==> src/rtl/pixycam_ccc_lock_seq.sv <==
// Lock-qualified staged reset sequencer for the pixyCam fabric.
// Releases resets in order once CCC lock is stable; drops all on loss.
module pixycam_ccc_lock_seq #(
  parameter int LOCK_FILTER = 16,
  parameter int STAGES      = 3,
  parameter int STAGE_GAP   = 8,
  parameter int CNT_W       = 8
) (
  input  logic              FAB_CLK,
  input  logic              M2F_RESET_N,
  input  logic              FAB_LOCK,
  input  logic              CLR_STATUS,
  output logic [STAGES-1:0] RST_OUT_N,
  output logic              READY,
  output logic              LOCK_LOST,
  output logic [CNT_W-1:0]  LOSS_COUNT
);

  typedef enum logic [1:0] {
    WAIT_LOCK,
    FILTER,
    RELEASE,
    RUN
  } state_t;

  localparam logic [7:0]       FLT_LAST = 8'(LOCK_FILTER - 1);
  localparam logic [7:0]       GAP_LAST = 8'(STAGE_GAP - 1);
  localparam logic [CNT_W-1:0] CNT_MAX  = '1;

  state_t      st;
  logic        s1;
  logic        lk;
  logic [7:0]  flt_cnt;
  logic [7:0]  gap_cnt;

  // Stages release as a thermometer: next pattern shifts in one more '1'.
  logic [STAGES-1:0] nxt_rel;
  assign nxt_rel = STAGES'({RST_OUT_N, 1'b1});

  always_ff @(posedge FAB_CLK) begin
    if (!M2F_RESET_N) begin
      s1         <= 1'b0;
      lk         <= 1'b0;
      st         <= WAIT_LOCK;
      flt_cnt    <= '0;
      gap_cnt    <= '0;
      RST_OUT_N  <= '0;
      READY      <= 1'b0;
      LOCK_LOST  <= 1'b0;
      LOSS_COUNT <= '0;
    end else begin
      s1 <= FAB_LOCK;
      lk <= s1;
      if (CLR_STATUS) begin
        LOCK_LOST  <= 1'b0;
        LOSS_COUNT <= '0;
      end
      unique case (st)
        WAIT_LOCK: begin
          if (lk) begin
            st      <= FILTER;
            flt_cnt <= 8'd1;
          end
        end
        FILTER: begin
          if (!lk) begin
            st      <= WAIT_LOCK;
            flt_cnt <= '0;
          end else if (flt_cnt == FLT_LAST) begin
            flt_cnt   <= '0;
            gap_cnt   <= '0;
            RST_OUT_N <= nxt_rel;
            READY     <= &nxt_rel;
            st        <= (&nxt_rel) ? RUN : RELEASE;
          end else begin
            flt_cnt <= flt_cnt + 8'd1;
          end
        end
        RELEASE, RUN: begin
          if (!lk) begin
            // Clear (if any) is overridden by the loss on the same edge.
            st         <= WAIT_LOCK;
            gap_cnt    <= '0;
            RST_OUT_N  <= '0;
            READY      <= 1'b0;
            LOCK_LOST  <= 1'b1;
            if (CLR_STATUS)
              LOSS_COUNT <= CNT_W'(1);
            else if (LOSS_COUNT != CNT_MAX)
              LOSS_COUNT <= LOSS_COUNT + CNT_W'(1);
          end else if (st == RELEASE) begin
            if (gap_cnt == GAP_LAST) begin
              gap_cnt   <= '0;
              RST_OUT_N <= nxt_rel;
              if (&nxt_rel) begin
                READY <= 1'b1;
                st    <= RUN;
              end
            end else begin
              gap_cnt <= gap_cnt + 8'd1;
            end
          end
        end
        default: st <= WAIT_LOCK;
      endcase
    end
  end

endmodule

==> config.mk <==
export PLATFORM = sky130hd
export DESIGN_NAME = pixycam_ccc_lock_seq
export DESIGN_NICKNAME = d
export VERILOG_FILES = /design/src/rtl/pixycam_ccc_lock_seq.sv
export SDC_FILE = /design/constraint.sdc
export NUM_CORES = 1
export LEC_CHECK = 0
export ABC_CLOCK_PERIOD_IN_PS = 2590
export CAP_MARGIN = 40
export CORE_ASPECT_RATIO = 1.1
export CORE_MARGIN = 2
export CORE_UTILIZATION = 56
export DETAILED_ROUTE_END_ITERATION = 7
export PLACE_DENSITY = 0.9
export SYNTH_ARGS = -nofsm -noshare
export SYNTH_HDL_FRONTEND = slang
export SYNTH_SLANG_ARGS = --single-unit
==> constraint.sdc <==
create_clock -name FAB_CLK -period 2.59 [get_ports FAB_CLK]
set_clock_uncertainty 0.2 [all_clocks]
set_input_delay 0.518 -clock FAB_CLK [delete_from_list [all_inputs] [get_ports FAB_CLK]]
set_output_delay 0.518 -clock FAB_CLK [all_outputs]
set_load 0.1 [all_outputs]
==> metrics.log, run 1 <==
INFO  metric grt_use_total = 19.50%
INFO  metric antenna-diode-count = 0
INFO  metric setup_tns = 0 ns
INFO  metric reg2reg_to = gap_cnt[3]
INFO  metric numClockSinks = 33
INFO  metric antenna_violating_nets_post_route = 0
INFO  metric netlist_top_cells_area = sky130_fd_sc_hd__dfxtp_1, sky130_fd_sc_hd__o221a_2, sky130_fd_sc_hd__nand2_1, sky130_fd_sc_hd__nor2_1, sky130_fd_sc_hd__and3_1
INFO  metric relSlewSlack = 72.80%
INFO  metric synthesis.area_per_instance = about 8.6 µm²
INFO  metric multi_input_gate_area_in_the_final_layout = approximately 1000 µm²
INFO  metric wire_length_per_cell_after_detailed_routing = 13.27 µm
INFO  metric yosys.cell_types.count = 44
INFO  metric largest_family_of_logic_cells_by_synthesized_area = simple AND/OR/NAND/NOR gates
INFO  metric postSynthNetCount = 205
INFO  metric power.density_cell_area = 436.1 mW/mm²
INFO  metric die_h = roughly 62 µm
INFO  metric worst_skew_pair.late_latency = roughly 0.35 ns
INFO  metric reg2reg_path_depth = 4
INFO  metric max_freq = 520.0 MHz
INFO  metric netlist.top_cell.by_area = sky130_fd_sc_hd__dfxtp_1
INFO  metric finalCriticalPeriod = 1.923 ns
INFO  metric clock_buffer_depth = 2
INFO  metric initialDrtViolationCount = 28
INFO  metric timing_worst_slew_pin_value = roughly 0.4 ns
INFO  metric floorplan.die_area = 0.003501 mm²
INFO  metric dr_total_vias = 1,513
INFO  metric hold_path.class = reg2reg
INFO  metric route.final.wire_length = 3304 µm
INFO  metric run_status = completed
INFO  metric cts_repair_resize_count = 0
INFO  metric post_synthesis_share_of_cell_area_spent_on_and_or_nand_and_nor_gates = between 20% and 30%
INFO  metric hold_path_startpoint = s1
INFO  metric pwr-share-clk = 34.9%
INFO  metric setup_repair_after_global_routing_missed_its_margin = false
INFO  metric crit_path_max_fanout = 9
INFO  metric hold-path-endpoint = lk
INFO  metric yosysSeqAreaShare = 38.77%
INFO  metric fin_nets = between 200 and 250
INFO  metric grt_first_pass_wirelength = 5278 µm
INFO  metric drt-pass1-iter-count = 6
INFO  metric synthAdderAreaFrac = 2.203%
INFO  metric cell_internal_pwr = between 0.6 and 0.7 mW
INFO  metric grt_max_degree = 21
INFO  metric routed_via_density = 6.076
INFO  metric drc = 0
INFO  metric holdWs = around 0.25 ns
INFO  metric top_signal_layer_used = met4
INFO  metric design_area = 0.001912 mm²
INFO  metric power.net_switching = between 0.2 and 0.25 mW
INFO  metric power.switching_fraction = 24.98%
INFO  metric xor_xnor_share_of_the_synthesized_area = 1.542%
INFO  metric setup_cp_type = reg2out
INFO  metric critical_path.cell_chain = buf_4
INFO  metric ys_top_cells_by_count = sky130_fd_sc_hd__dfxtp_1, sky130_fd_sc_hd__nand2_1, sky130_fd_sc_hd__nor2_1
INFO  metric met1_length = 1489 µm
INFO  metric overflow = 0
INFO  metric placed_area = 0.001857 mm²
INFO  metric synth.area.mux_share = 2.423%
INFO  metric buffer_ports.inserted = 16
INFO  metric core_region_area = 0.002969 mm²
INFO  metric regToRegStartpoint = gap_cnt[3]
INFO  metric floorplan.initialDensity = 57.40%
INFO  metric yosys_warnings = 0
INFO  metric hold_path_depth = 1
INFO  metric setup.reg_to_reg.worst_slack = 0.70 ns
INFO  metric endpoint_type_of_the_worst_setup_path = output pin
INFO  metric startpoint_type = flip-flop
INFO  metric ys.flop_type = sky130_fd_sc_hd__dfxtp_1
INFO  metric ctsHoldBuffers = 0
INFO  metric critical_path_arrival = around 1.2 ns
INFO  metric cp_slowest_cell = sky130_fd_sc_hd__dfxtp_1
INFO  metric routed-wl-met3 = 147 µm
INFO  metric synth_compound_area_share = between 20% and 30%
INFO  metric critPathMaxStageDelay = 0.51 ns
INFO  metric floorplan.rows = 21
INFO  metric area_growth = 12.19%
INFO  metric layout-drive-gt1-share = 20.47%
INFO  metric yosysTopAreaCellShare = 38.77%
INFO  metric number_of_enable_flip_flop_cells_after_synthesis = 0
INFO  metric place.gp.congestion = slightly below 0.8
INFO  metric clock_root_buffer = sky130_fd_sc_hd__clkbuf_4
INFO  metric path_buf_inv = 1
INFO  metric static-leakage-power = 0.7070 nW
INFO  metric synth.most_common_cell = sky130_fd_sc_hd__dfxtp_1
INFO  metric postCtsSetupBuffers = 0
INFO  metric worst_path_dominant_cell_family = flip-flops
INFO  metric period_utilization_post_route = ~74%
INFO  metric h-tree-depth = 2
INFO  metric synthArstFlopShare = 0%
INFO  metric setup_viol = 0
INFO  metric yosys_register_bits = 33
INFO  metric final.fill_count = between 200 and 300
INFO  metric seqPwrFrac = between 60% and 70%
INFO  metric vias_in_the_first_global_route = 1,211
INFO  metric post_synth_instance_area = 0.001704 mm²
INFO  metric grt_antenna_before_repair = 0
INFO  metric detailedPlacementHpwl = 2319 µm
INFO  metric cts_buffers = 5
INFO  metric syn_inst = 198
INFO  metric worst_ir_drop_vdd = 0.3303 mV
INFO  metric drv_cap = 0
INFO  metric met2_routed_wl = 1624 µm
INFO  metric power.combinational.fraction = 3.4%
INFO  metric required_time_at_the_worst_slack_endpoint = 1.87 ns
INFO  metric floorplan.io_pins = 17
INFO  metric layout.area.seq = 660.6 µm²
INFO  metric report.final.hold_viol_count = 0
INFO  metric final-max-slew-violation-count = 0
INFO  metric cts.clk_slew.worst_paths = approximately 0.10 ns
INFO  metric die_w = between 50 and 60 µm
INFO  metric finalCoreUtilization = about 64%
INFO  metric tritoncts = built
## cell type report
| class | instances | share of cell area [%] |
|---|---|---|
| Timing Repair Buffer | 19 | 7.853 |
| Clock inverter | 3 | 0.9162 |
| Clock buffer | 5 | 1.963 |
| Multi-Input combinational cell | 153 | 52.09 |
| Sequential cell | 33 | 34.56 |
| Tap cell | 34 | 2.225 |
| Inverter | 2 | 0.3927 |
## worst max-delay path by stage
stage | from | end | slack [ns] | cells past startpoint
floorplan | LOSS_COUNT[0] | LOSS_COUNT[2] | 0.18 | 6
global placement | M2F_RESET_N | LOSS_COUNT[7] | 0.69 | 4
detailed placement | M2F_RESET_N | LOSS_COUNT[7] | 0.62 | 4
CTS | LOSS_COUNT[7] | LOSS_COUNT[7] | 0.66 | 1
global route | LOSS_COUNT[7] | LOSS_COUNT[7] | 0.60 | 1
finish | LOSS_COUNT[7] | LOSS_COUNT[7] | 0.67 | 1
## state kept, by name (all words and copies together) (netlist names)
signal / cells
RST_OUT_N: 3
flt_cnt: 8
LOCK_LOST: 1
LOSS_COUNT: 8
gap_cnt: 8
lk: 1
READY: 1
s1: 1
st: 2
## per-layer routing
| layer | up-vias | track usage, % |
|---|---|---|
| li1 | 764 | - |
| met1 | 709 | 23.02 |
| met2 | 36 | 32.89 |
| met3 | 4 | 6.211 |
| met4 | 0 | 9.184 |
| met5 | - | 0 |
## cell usage in the layout (no fill, tap or decap), types with 2 or more instances in the layout
cell	n
sky130_fd_sc_hd__and3b_1	2
sky130_fd_sc_hd__nor2b_1	6
sky130_fd_sc_hd__a21bo_2	2
sky130_fd_sc_hd__dfxtp_1	33
sky130_fd_sc_hd__buf_4	16
sky130_fd_sc_hd__nand3_1	10
sky130_fd_sc_hd__nand3b_1	5
sky130_fd_sc_hd__clkinv_2	2
sky130_fd_sc_hd__nand4_1	3
sky130_fd_sc_hd__nor3_1	6
sky130_fd_sc_hd__and3_1	9
sky130_fd_sc_hd__a311oi_1	2
sky130_fd_sc_hd__ha_1	3
sky130_fd_sc_hd__and2_1	3
sky130_fd_sc_hd__o211ai_1	3
sky130_fd_sc_hd__or2_2	3
sky130_fd_sc_hd__clkdlybuf4s50_1	3
sky130_fd_sc_hd__nor2_1	17
sky130_fd_sc_hd__a211oi_1	2
sky130_fd_sc_hd__clkbuf_4	5
sky130_fd_sc_hd__nand2_1	19
sky130_fd_sc_hd__mux2i_1	3
sky130_fd_sc_hd__o21ai_0	7
sky130_fd_sc_hd__o211a_1	2
sky130_fd_sc_hd__a21oi_1	7
sky130_fd_sc_hd__xnor2_1	3
sky130_fd_sc_hd__inv_1	2
sky130_fd_sc_hd__nand2b_1	4
sky130_fd_sc_hd__a21boi_0	6
sky130_fd_sc_hd__o221a_2	7
sky130_fd_sc_hd__a31oi_1	4
## metrics by stage
stage               std cells  setup WS [ns]  total power, mW
detailed placement        241         0.6176           0.5548
CTS                       249         0.6551           0.8409
floorplan                 198         0.1792           0.5431
finish                    249         0.6670           0.8338
global placement          241         0.6932           0.5542
global route              249         0.6023           0.8632
## logic make-up after synthesis
group,Yosys count
xor gates and xnor gates,3
buffers and inverters,12
muxes,4
and+or+nand+nor,93
AOI/OAI and AO/OA,50
adders and majority gates,3
DFF,33
## power by group through the flow
stage | sequential, mW | combinational, mW | clock, mW
floorplan | 0.525 | 0.0182 | 0
global placement | 0.526 | 0.0283 | 0
detailed placement | 0.526 | 0.0288 | 0
CTS | 0.514 | 0.0290 | 0.298
global route | 0.515 | 0.0313 | 0.317
finish | 0.514 | 0.0287 | 0.291
(Power assumes the default switching activity.)
==> inputs of run 2 (changes only) <==
ABC_CLOCK_PERIOD_IN_PS = 1500   (was 2590)
CORE_UTILIZATION = 50   (was 56)
PLACE_DENSITY = 0.85   (was 0.9)
clock period = 1.5 ns   (was 2.59 ns; I/O delays follow)
==> run 2 against run 1 <==
The run now ends with setup timing left. Sequential cell count stayed put. First-iteration DRC count grew to 11 times the previous value. Die area grew 11%. Critical path depth rose by 3. Core utilization rose by 22 points. Sequential share of layout area is 9.6 points lower. Design area up 50%. Non-clock buffer count is 57 higher. Power is 83% higher. Cell count grew 24%. Global-route usage increased by 15 points. Worst setup slack worse by 1.2 ns.
==> metrics.log, run 2 (same netlist as run 1, synthesis figures left out) <==
INFO  metric antenna_violating_nets_post_route = 0 (unchanged)
INFO  metric routed-wl-met3 = 692 µm (+370%)
INFO  metric critical_path_arrival = 2.09 ns (+0.88 ns)
INFO  metric endpoint_type_of_the_worst_setup_path = flip-flop
INFO  metric grt_use_total = 34.56% (+15 points)
INFO  metric floorplan.initialDensity = 51.59% (-5.8 points)
INFO  metric setup_viol = 33 (+33)
INFO  metric design_area = 0.002860 mm² (+50%)
INFO  metric critical_path.cell_chain = or4_4 > o31a_4 > nor2_4 > mux2i_1
INFO  metric setup_cp_type = reg2reg
INFO  metric post-layout-total-power = 1.527 mW (+83%)
INFO  metric top_regs = LOSS_COUNT: 8 flops, flt_cnt: 8 flops, gap_cnt: 8 flops
INFO  metric grt_max_degree = 26 (+24%)
INFO  metric overflow = 0 (unchanged)
INFO  metric layout.cells.most_common = sky130_fd_sc_hd__buf_4
INFO  metric die_w = 59.67 µm (+5.4%)
INFO  metric area_growth = 67.84%
INFO  metric tritoncts = built
INFO  metric crit_path_max_fanout = 5 (-4)
INFO  metric run_status = complete, but fails checks
INFO  metric required_time_at_the_worst_slack_endpoint = 1.58 ns (-0.29 ns)
INFO  metric report.final.hold_viol_count = 0 (unchanged)
INFO  metric grt_first_pass_wirelength = 10,140 µm (+92%)
INFO  metric met2_routed_wl = 3601 µm (+120%)
INFO  metric floorplan.rows = 22 (+4.8%)
INFO  metric period_utilization_post_route = 133.9%
INFO  metric vias_in_the_first_global_route = 2,045 (+69%)
INFO  metric finalCriticalPeriod = 2.008 ns
INFO  metric timing_worst_slew_pin_value = 0.4928 ns (+0.08533 ns)
INFO  metric preCtsSetupSlack = -0.3658 ns (-0.9834 ns)
INFO  metric layout-drive-gt1-share = 55.11% (+35 points)
INFO  metric final.setup.worst_slack = -0.5078 ns (-1.175 ns)
INFO  metric final.fill_count = 134 (-50%)
INFO  metric floorplan.die_area = 0.003892 mm² (+11%)
INFO  metric drt-pass1-iter-count = 7 (+1)
INFO  metric place.gp.congestion = 0.9056 (+17%)
INFO  metric worst_ir_drop_vdd = 0.6513 mV (+97%)
INFO  metric power.density_cell_area = 534.0 mW/mm² (+22%)
INFO  metric routed_via_density = 6.816 (+12%)
INFO  metric critPathMaxStageDelay = 0.58 ns (+0.07 ns)
INFO  metric drc = 0 (unchanged)
INFO  metric floorplan.io_pins = 17 (unchanged)
INFO  metric fin_nets = 280 (+27%)
INFO  metric ctsHoldBuffers = 0 (unchanged)
INFO  metric dr_total_vias = 2,113 (+40%)
INFO  metric most-common-layout-cells = sky130_fd_sc_hd__buf_4, sky130_fd_sc_hd__nand2_1, sky130_fd_sc_hd__dfxtp_1
INFO  metric max_freq = 498.1 MHz
INFO  metric clock_root_buffer = sky130_fd_sc_hd__clkbuf_4
INFO  metric met1_length = 2611 µm (+75%)
INFO  metric setup_tns = -6.659 ns (-6.659 ns)
INFO  metric die_h = 65.23 µm (+5.5%)
INFO  metric cts.clk_slew.worst_paths = 0.14 ns (+0.04 ns)
INFO  metric static-leakage-power = 1.085 nW (+53%)
INFO  metric h-tree-depth = 2 (unchanged)
INFO  metric route.final.wire_length = 7429 µm (+120%)
INFO  metric worst_skew_pair.late_latency = 0.39 ns (+0.04 ns)
INFO  metric numClockSinks = 33 (unchanged)
INFO  metric cp_slowest_cell = sky130_fd_sc_hd__or4_4
INFO  metric violated_checks = setup timing
INFO  metric placed_area = 0.002495 mm² (+34%)
INFO  metric final-max-slew-violation-count = 0 (unchanged)
INFO  metric antenna-diode-count = 0 (unchanged)
INFO  metric initialDrtViolationCount = 308 (+1000%)
INFO  metric startpoint_type = flip-flop
INFO  metric clock_buffer_depth = 2 (unchanged)
INFO  metric hold_path.class = in2reg
INFO  metric detailedPlacementHpwl = 3384 µm (+46%)
INFO  metric grt_antenna_before_repair = 0 (unchanged)
INFO  metric top_signal_layer_used = met4
INFO  metric cts_buffers = 5 (unchanged)
INFO  metric setup_repair_after_global_routing_missed_its_margin = true
INFO  metric relSlewSlack = 67.08% (-5.7 points)
INFO  metric buffer_ports.inserted = 16 (unchanged)
INFO  metric wire_length_per_cell_after_detailed_routing = 23.96 µm (+81%)
INFO  metric drv_cap = 0 (unchanged)
INFO  metric core_region_area = 0.003303 mm² (+11%)
==> run 2: cell types whose count changed in the layout (fill, tap and decap cells not counted), moves of 10 or more <==
cell / change
sky130_fd_sc_hd__dfxtp_1: -17
sky130_fd_sc_hd__buf_12: +14
sky130_fd_sc_hd__buf_4: +33
sky130_fd_sc_hd__dfxtp_4: +13
sky130_fd_sc_hd__buf_6: +10
==> run 2: path summary, 6_finish.rpt <==
| path | endpoint | startpoint | cells after the start | slack [ns] |
|---|---|---|---|---|
| setup / recovery | RST_OUT_N[1] | gap_cnt[7] | 4 | -0.51 |
| setup reg to reg | RST_OUT_N[1] | gap_cnt[7] | 4 | -0.51 |
| hold reg to reg | lk | s1 | 1 | 0.32 |
| hold / removal | s1 | FAB_LOCK | 2 | 0.29 |
==> run 2: through the flow <==
stage,hold WS (ns),util (%),cells
finish,0.2882,86.59,310
global route,0.2928,86.59,310
CTS,0.2718,81.06,297
detailed placement,0.2440,75.53,281
global placement,0.2187,75.53,281
floorplan,0.2119,-,198
==> run 2: worst max-delay path: cells and delay by family (launching register included) <==
family / cells / cell delay, ns
simple gates: 2 / 0.71
compound gates: 1 / 0.35
flops: 1 / 0.33
mux: 1 / 0.34
==> run 2: routing by layer <==
metal / vias up / global-route usage (%)
li1: 889 / -
met1: 1011 / 41.21
met2: 162 / 57.20
met3: 51 / 8.465
met4: 0 / 16.11
met5: - / 0
==> run 2: area by class of cell <==
| class | count | area, µm² | share of cell area (%) |
|---|---|---|---|
| Multi-Input combinational cell | 155 | 1247 | 43.61 |
| Sequential cell | 33 | 714.4 | 24.98 |
| Timing Repair Buffer | 76 | 790.8 | 27.65 |
| Clock buffer | 5 | 37.54 | 1.312 |
| Inverter | 2 | 7.507 | 0.2625 |
| Clock inverter | 3 | 17.52 | 0.6124 |
| Tap cell | 36 | 45.04 | 1.575 |
==> run 2: power breakdown <==
| part | switching, mW | leakage (nW) | internal [mW] |
|---|---|---|---|
| combinational | 0.0477 | 0.775 | 0.0456 |
| sequential | 0.00516 | 0.279 | 0.859 |
| clock | 0.393 | 0.0310 | 0.177 |
==> run 2: repair_timing <==
| item | in CTS | in global routing |
|---|---|---|
| resized for setup | 16 | 23 |
| setup buffers | 6 | 13 |
| setup endpoints to repair | 28 | 32 |
| gates cloned | 2 | 0 |
| pin swaps | 13 | 13 |
